===== src/rtl/pc_sequencer.sv =====
// pc_sequencer
//
// Next-PC and fetch-control sequencer for the 5-stage pipeline. Each cycle it
// picks the value the PC register loads and whether the PC holds. The choice
// depends on the current PC, load-use stalls, EX-stage redirects and
// halt/resume control. It also drives the IF/ID flush/hold and ID/EX bubble
// controls, sequences RUN/FLUSH/HALT, and keeps saturating stall and redirect
// counters.
//
// Parameters
//   FLUSH_CYCLES    cycles IF/ID is flushed after a redirect (1..3)
//   RESET_VECTOR    pc_next value while reset is high
//
// Ports
//   clk              single clock, rising-edge
//   reset            synchronous, active-high
//   pc_cur           current PC register output
//   stall_req        load-use hazard from ID (level)
//   redirect_valid   taken branch / resolved jump from EX
//   redirect_target  redirect address, valid with redirect_valid
//   halt_req         enter HALT
//   resume           leave HALT (single-cycle pulse)
//   pc_next          value for the PC register input
//   pc_hold          1 = PC keeps its value
//   if_id_flush      clear IF/ID to NOP
//   if_id_hold       freeze IF/ID
//   id_ex_bubble     insert NOP into ID/EX
//   halted           high while in HALT
//   misalign_err     sticky misaligned-redirect flag
//   stall_count      saturating count of stall cycles
//   redirect_count   saturating count of accepted redirects

module pc_sequencer #(
  parameter int          FLUSH_CYCLES = 1,
  parameter logic [31:0] RESET_VECTOR = 32'h0000_0000
) (
  input  logic        clk,
  input  logic        reset,
  input  logic [31:0] pc_cur,
  input  logic        stall_req,
  input  logic        redirect_valid,
  input  logic [31:0] redirect_target,
  input  logic        halt_req,
  input  logic        resume,
  output logic [31:0] pc_next,
  output logic        pc_hold,
  output logic        if_id_flush,
  output logic        if_id_hold,
  output logic        id_ex_bubble,
  output logic        halted,
  output logic        misalign_err,
  output logic [15:0] stall_count,
  output logic [15:0] redirect_count
);

  typedef enum logic [1:0] {
    ST_RUN   = 2'd0,
    ST_FLUSH = 2'd1,
    ST_HALT  = 2'd2
  } state_t;

  // Value loaded into fcnt on an accepted redirect: the number of FLUSH
  // cycles still to come after the redirect cycle itself.
  localparam logic [1:0] FCNT_INIT = 2'(FLUSH_CYCLES - 1);

  state_t      state;
  state_t      state_nxt;
  logic [1:0]  fcnt;
  logic [1:0]  fcnt_nxt;

  logic        active;
  logic        accept_halt;
  logic        redirect_hit;
  logic        misaligned;
  logic        take_redirect;
  logic        take_stall;
  logic [31:0] pc_seq;

  // Event decode. HALT ignores every request except resume.
  // In RUN and FLUSH, halt_req outranks redirects, and redirects outrank
  // stalls. A stall only counts in RUN: in FLUSH the ID instruction is
  // already being flushed.
  assign active        = (state != ST_HALT);
  assign accept_halt   = active & halt_req;
  assign redirect_hit  = active & ~halt_req & redirect_valid;
  assign misaligned    = redirect_hit & (redirect_target[1:0] != 2'b00);
  assign take_redirect = redirect_hit & ~misaligned;
  assign take_stall    = (state == ST_RUN) & ~halt_req & ~redirect_valid & stall_req;

  // Sequential fetch address; the 32-bit add wraps FFFF_FFFC to 0.
  assign pc_seq = pc_cur + 32'd4;

  // State register.
  always_ff @(posedge clk) begin
    if (reset) begin
      state <= ST_RUN;
      fcnt  <= 2'd0;
    end else begin
      state <= state_nxt;
      fcnt  <= fcnt_nxt;
    end
  end

  // Next-state logic.
  always_comb begin
    state_nxt = state;
    fcnt_nxt  = fcnt;
    case (state)
      ST_RUN, ST_FLUSH: begin
        if (accept_halt || misaligned) begin
          state_nxt = ST_HALT;
          fcnt_nxt  = 2'd0;
        end else if (take_redirect) begin
          // A redirect arriving in FLUSH restarts the flush window.
          if (FLUSH_CYCLES > 1) begin
            state_nxt = ST_FLUSH;
            fcnt_nxt  = FCNT_INIT;
          end else begin
            state_nxt = ST_RUN;
            fcnt_nxt  = 2'd0;
          end
        end else if (state == ST_FLUSH) begin
          // fcnt <= 1 is the last flush cycle; the 0 case guards against
          // ever getting stuck in FLUSH.
          if (fcnt <= 2'd1) begin
            state_nxt = ST_RUN;
            fcnt_nxt  = 2'd0;
          end else begin
            fcnt_nxt = fcnt - 2'd1;
          end
        end
      end
      ST_HALT: begin
        if (resume) begin
          state_nxt = ST_RUN;
          fcnt_nxt  = 2'd0;
        end
      end
      default: begin
        state_nxt = ST_RUN;
        fcnt_nxt  = 2'd0;
      end
    endcase
  end

  // Output logic. Every output is combinational from the inputs and the
  // state. Reset overrides everything in the same cycle, so a reset that
  // arrives in FLUSH or HALT takes effect immediately.
  always_comb begin
    pc_next      = pc_seq;
    pc_hold      = 1'b0;
    if_id_flush  = 1'b0;
    if_id_hold   = 1'b0;
    id_ex_bubble = 1'b0;
    halted       = 1'b0;
    if (reset) begin
      pc_next = RESET_VECTOR;
    end else begin
      case (state)
        ST_RUN, ST_FLUSH: begin
          if (accept_halt || misaligned) begin
            pc_hold     = 1'b1;
            if_id_flush = 1'b1;
          end else if (take_redirect) begin
            pc_next      = redirect_target;
            if_id_flush  = 1'b1;
            id_ex_bubble = 1'b1;
          end else if (state == ST_FLUSH) begin
            if_id_flush = 1'b1;
          end else if (take_stall) begin
            pc_hold      = 1'b1;
            if_id_hold   = 1'b1;
            id_ex_bubble = 1'b1;
          end
        end
        ST_HALT: begin
          pc_hold     = 1'b1;
          if_id_flush = 1'b1;
          halted      = 1'b1;
        end
        default: begin
          pc_next = pc_seq;
        end
      endcase
    end
  end

  // Performance counters and the sticky misalignment flag. Counters
  // saturate at FFFF instead of wrapping.
  always_ff @(posedge clk) begin
    if (reset) begin
      stall_count    <= 16'd0;
      redirect_count <= 16'd0;
      misalign_err   <= 1'b0;
    end else begin
      if (take_stall && (stall_count != 16'hFFFF)) begin
        stall_count <= stall_count + 16'd1;
      end
      if (take_redirect && (redirect_count != 16'hFFFF)) begin
        redirect_count <= redirect_count + 16'd1;
      end
      if (misaligned) begin
        misalign_err <= 1'b1;
      end
    end
  end

endmodule


===== config.mk =====
export PLATFORM = sky130hd
export DESIGN_NAME = pc_sequencer
export DESIGN_NICKNAME = d
export VERILOG_FILES = /design/src/rtl/pc_sequencer.sv
export SDC_FILE = /design/constraint.sdc
export NUM_CORES = 1
export LEC_CHECK = 0
export BUFFER_PORTS_ARGS = -buffer_cell sky130_fd_sc_hd__buf_2
export CAP_MARGIN = 20
export CORE_ASPECT_RATIO = 0.6
export CORE_MARGIN = 2
export CORE_UTILIZATION = 25
export DETAILED_ROUTE_END_ITERATION = 8
export SKIP_LAST_GASP = 1
export SLEW_MARGIN = 20
export SYNTH_ARGS = -nofsm -noshare
export SYNTH_HDL_FRONTEND = slang
export SYNTH_SLANG_ARGS = --single-unit

===== constraint.sdc =====
create_clock -name clk -period 2.3 [get_ports clk]
set_input_delay 0.115 -clock clk [delete_from_list [all_inputs] [get_ports clk]]
set_output_delay 0.115 -clock clk [all_outputs]
set_load 0.02 [all_outputs]

==> run metrics <==
largest net degree at the start of global routing 53; RSZ-0062 raised after global routing no; grt ovf 0; CTS Sinks 34; final setup vio count 0; number of synthesized flops with an enable pin 0; Hold Crit Class input pin to flop; initial drt markers 215; CP Max Fanout 46; Logic pwr share 20.2%; simple-gate area share of the yosys netlist 38.7%; I/O Pins 140; worst vdd ir 225 uV; Flop pwr share 37.8%; DR vias 3607; maximum clock insertion buffer count 2; total number of placement rows 30; PD cells 405 nW/um2; Place WS 0.210 ns; Initial Util 25.6%; ANT cells 0; Worst R2R Setup Slack 0.21 ns; Startpoint Class flop; drt first pass iters 4; sequential fraction of the synthesis area 23.6%; layout cell share with drive strength beyond 1 33.3%; Slew @ Worst Pin 0.793 ns; ys async rst share 0%; Synth Instances 393; static leakage 1.60 nW; Clock Pin Slew Worst Setup and Hold Paths 0.05 ns; top_reg_cell synth dfxtp_1; Avg Inst Size Synth 7.34 um2; Distinct cells, synth 41; Max-cap violations 0; Non-Filler Instances 672; crit end category primary output; Routed WL 9960 um; worst-skew pair later-pin latency 0.28 ns; core area 11300 um2; YS warnings 0; IO Port Bufs 139; die width 143 um; Hold-fix buffers, CTS 0; Final Hold Viols 0; data required time of the worst path 2.18 ns; vias in the first global route 3095; Worst Setup Path Type flop to primary output; R2R cell count 4; nets 602; placed cells 666; CTS tree yes; NetSw 0.448 mW; GRT Total Usage 15.5%; switching fraction of total power 28.2%; Min Hold Slack 0.125 ns; achievable frequency 0.471 GHz; synthesis-to-finish area growth 36.0%; cell internal pwr 1.14 mW; DIE HEIGHT 87.2 um; Num CTS Buffers 5; status complete, no violations; Worst Setup SP state[1]; DRC Markers 0; adder-cell share of the synthesized area 1.30%; initial antenna violation count 0; Seq cells post-synth 34; clock power share 42.0%; mux share of post-synthesis cell area 4.99%; CP endpoint pc_next[14]; placed wire-length estimate 7740 um; Final Skew 0.00782 ns; first-pass GRT wire length 15800 um; H-tree levels 2; Root Buffer clkbuf_16; max-slew violations 0; Worst EP arrival 2.01 ns; drt wl/cell 14.8 um; post-route minimum period 2.12 ns; Detail Route Antenna Nets 0; Worst R2R Start state[1]; syn_nets 466; routed vias/inst 5.37; relative slew slack 46.6%; die area 12400 um2; post-synthesis compound-gate area fraction 23.5%; RD Place Congestion 0.804; mapped cell area 2880 um2; PnR worst setup slack 0.176 ns; Post-Synth XOR/XNOR Area 3.04%; Final TNS setup 0 ns; fin crit share 92.3%; reg2reg end stall_count[8]; largest family of logic cells by synthesized area simple AND/OR/NAND/NOR gates; final core occ 34.8%
## cell families after synthesis
kind of cell / Yosys count
mux: 13
compound gates: 100
fa+ha+maj: 3
simple gates: 199
xor+xnor: 10
buf+inv: 34
flops: 34
## how the worst min path moves through the flow
stage                     slack [ns]        to  depth (start not counted)   start
final                           0.13  state[1]                          3  resume
after global routing            0.13  state[1]                          3  resume
after CTS                       0.12  state[1]                          3  resume
after detailed placement        0.42  state[1]                          3  resume
after global placement          0.41  state[1]                          3  resume
after floorplan                 0.31  state[1]                          2  resume
## metrics by stage
stage / power [mW] / cell area, um2
5_1_grt: 1.66 / 3920
6_report: 1.59 / 3920
3_3_place_gp: 0.928 / 3780
3_5_place_dp: 0.933 / 3780
4_1_cts: 1.61 / 3920
2_1_floorplan: 0.783 / 2880
## synthesized netlist by cell type (all sizes together), types with 2 or more instances
library cell | n | area share [%]
nand4 | 20 | 4.3
a211oi | 14 | 3.6
and3 | 4 | 0.87
a21oi | 29 | 5.0
nand3 | 17 | 3.0
mux2 | 11 | 4.3
nor4 | 6 | 1.3
xnor2 | 2 | 0.61
clkbuf | 19 | 2.5
nor3b | 4 | 1.2
or2 | 2 | 0.43
buf | 6 | 1.3
dfxtp | 34 | 24
nor2b | 12 | 2.6
inv | 9 | 1.2
and4 | 8 | 2.4
o21ai | 11 | 1.9
nor2 | 46 | 6.0
and2 | 7 | 1.5
or4 | 24 | 6.2
mux2i | 2 | 0.69
a311oi | 17 | 5.2
xor2 | 8 | 2.4
ha | 3 | 1.3
nor3 | 8 | 1.4
or3 | 9 | 2.0
nand2 | 25 | 3.3
o31ai | 23 | 6.0
nand2b | 4 | 0.87
## registers in the layout, summed over array words and instances, names as in the netlist
register / cells
misalign_err: 1
redirect_count: 16
stall_count: 16
state: 1
## routing by layer
layer | track usage [%] | vias to the layer above | routed length (um)
li1 | - | 1799 | -
met1 | 23.6 | 1716 | 5220
met2 | 22.7 | 86 | 4190
met3 | 3.24 | 6 | 489
met4 | 2.43 | 0 | 57
met5 | 0 | - | 0
## timing repair
action,4_1_cts,5_1_grt
setup buffers,0,0
gates resized for setup,0,1
setup endpoints to repair,0,8
## power by group through the flow
| stage | sequential (mW) | combinational, mW | clock, mW |
|---|---|---|---|
| 3_3_place_gp | 0.612 | 0.316 | 0 |
| 3_5_place_dp | 0.613 | 0.321 | 0 |
| 2_1_floorplan | 0.613 | 0.170 | 0 |
| 4_1_cts | 0.600 | 0.322 | 0.688 |
| 5_1_grt | 0.601 | 0.351 | 0.713 |
| 6_report | 0.600 | 0.321 | 0.666 |
## area by class of cell
class	count	area, um2
Tap cell	144	180
Inverter	9	33.8
Timing Repair Buffer	154	825
Sequential cell	34	681
Multi-Input combinational cell	325	2060
Clock buffer	6	139
Fill cell	1222	7340
## placed cells by master, fill, tap and decap left out, drive strengths merged, types with 11 or more instances in the layout
cell type	synthesis	final
nand3	17	17
a211oi	14	14
nand4	20	20
a311oi	17	17
dfxtp	34	34
mux2	11	11
nand2	25	25
nor2b	12	12
buf	6	154
o31ai	23	23
or4	24	24
nor2	46	46
a21oi	29	29
o21ai	11	11
## critical path: stages, from the launching register on
cell and delay, ns:
dfxtp_1 0.46, nor3b_2 0.08, buf_4 0.17, nand2_2 0.08
buf_6 0.29, nor2_1 0.08, a311oi_1 0.30, buf_2 0.23
(Power assumes the default switching activity.)
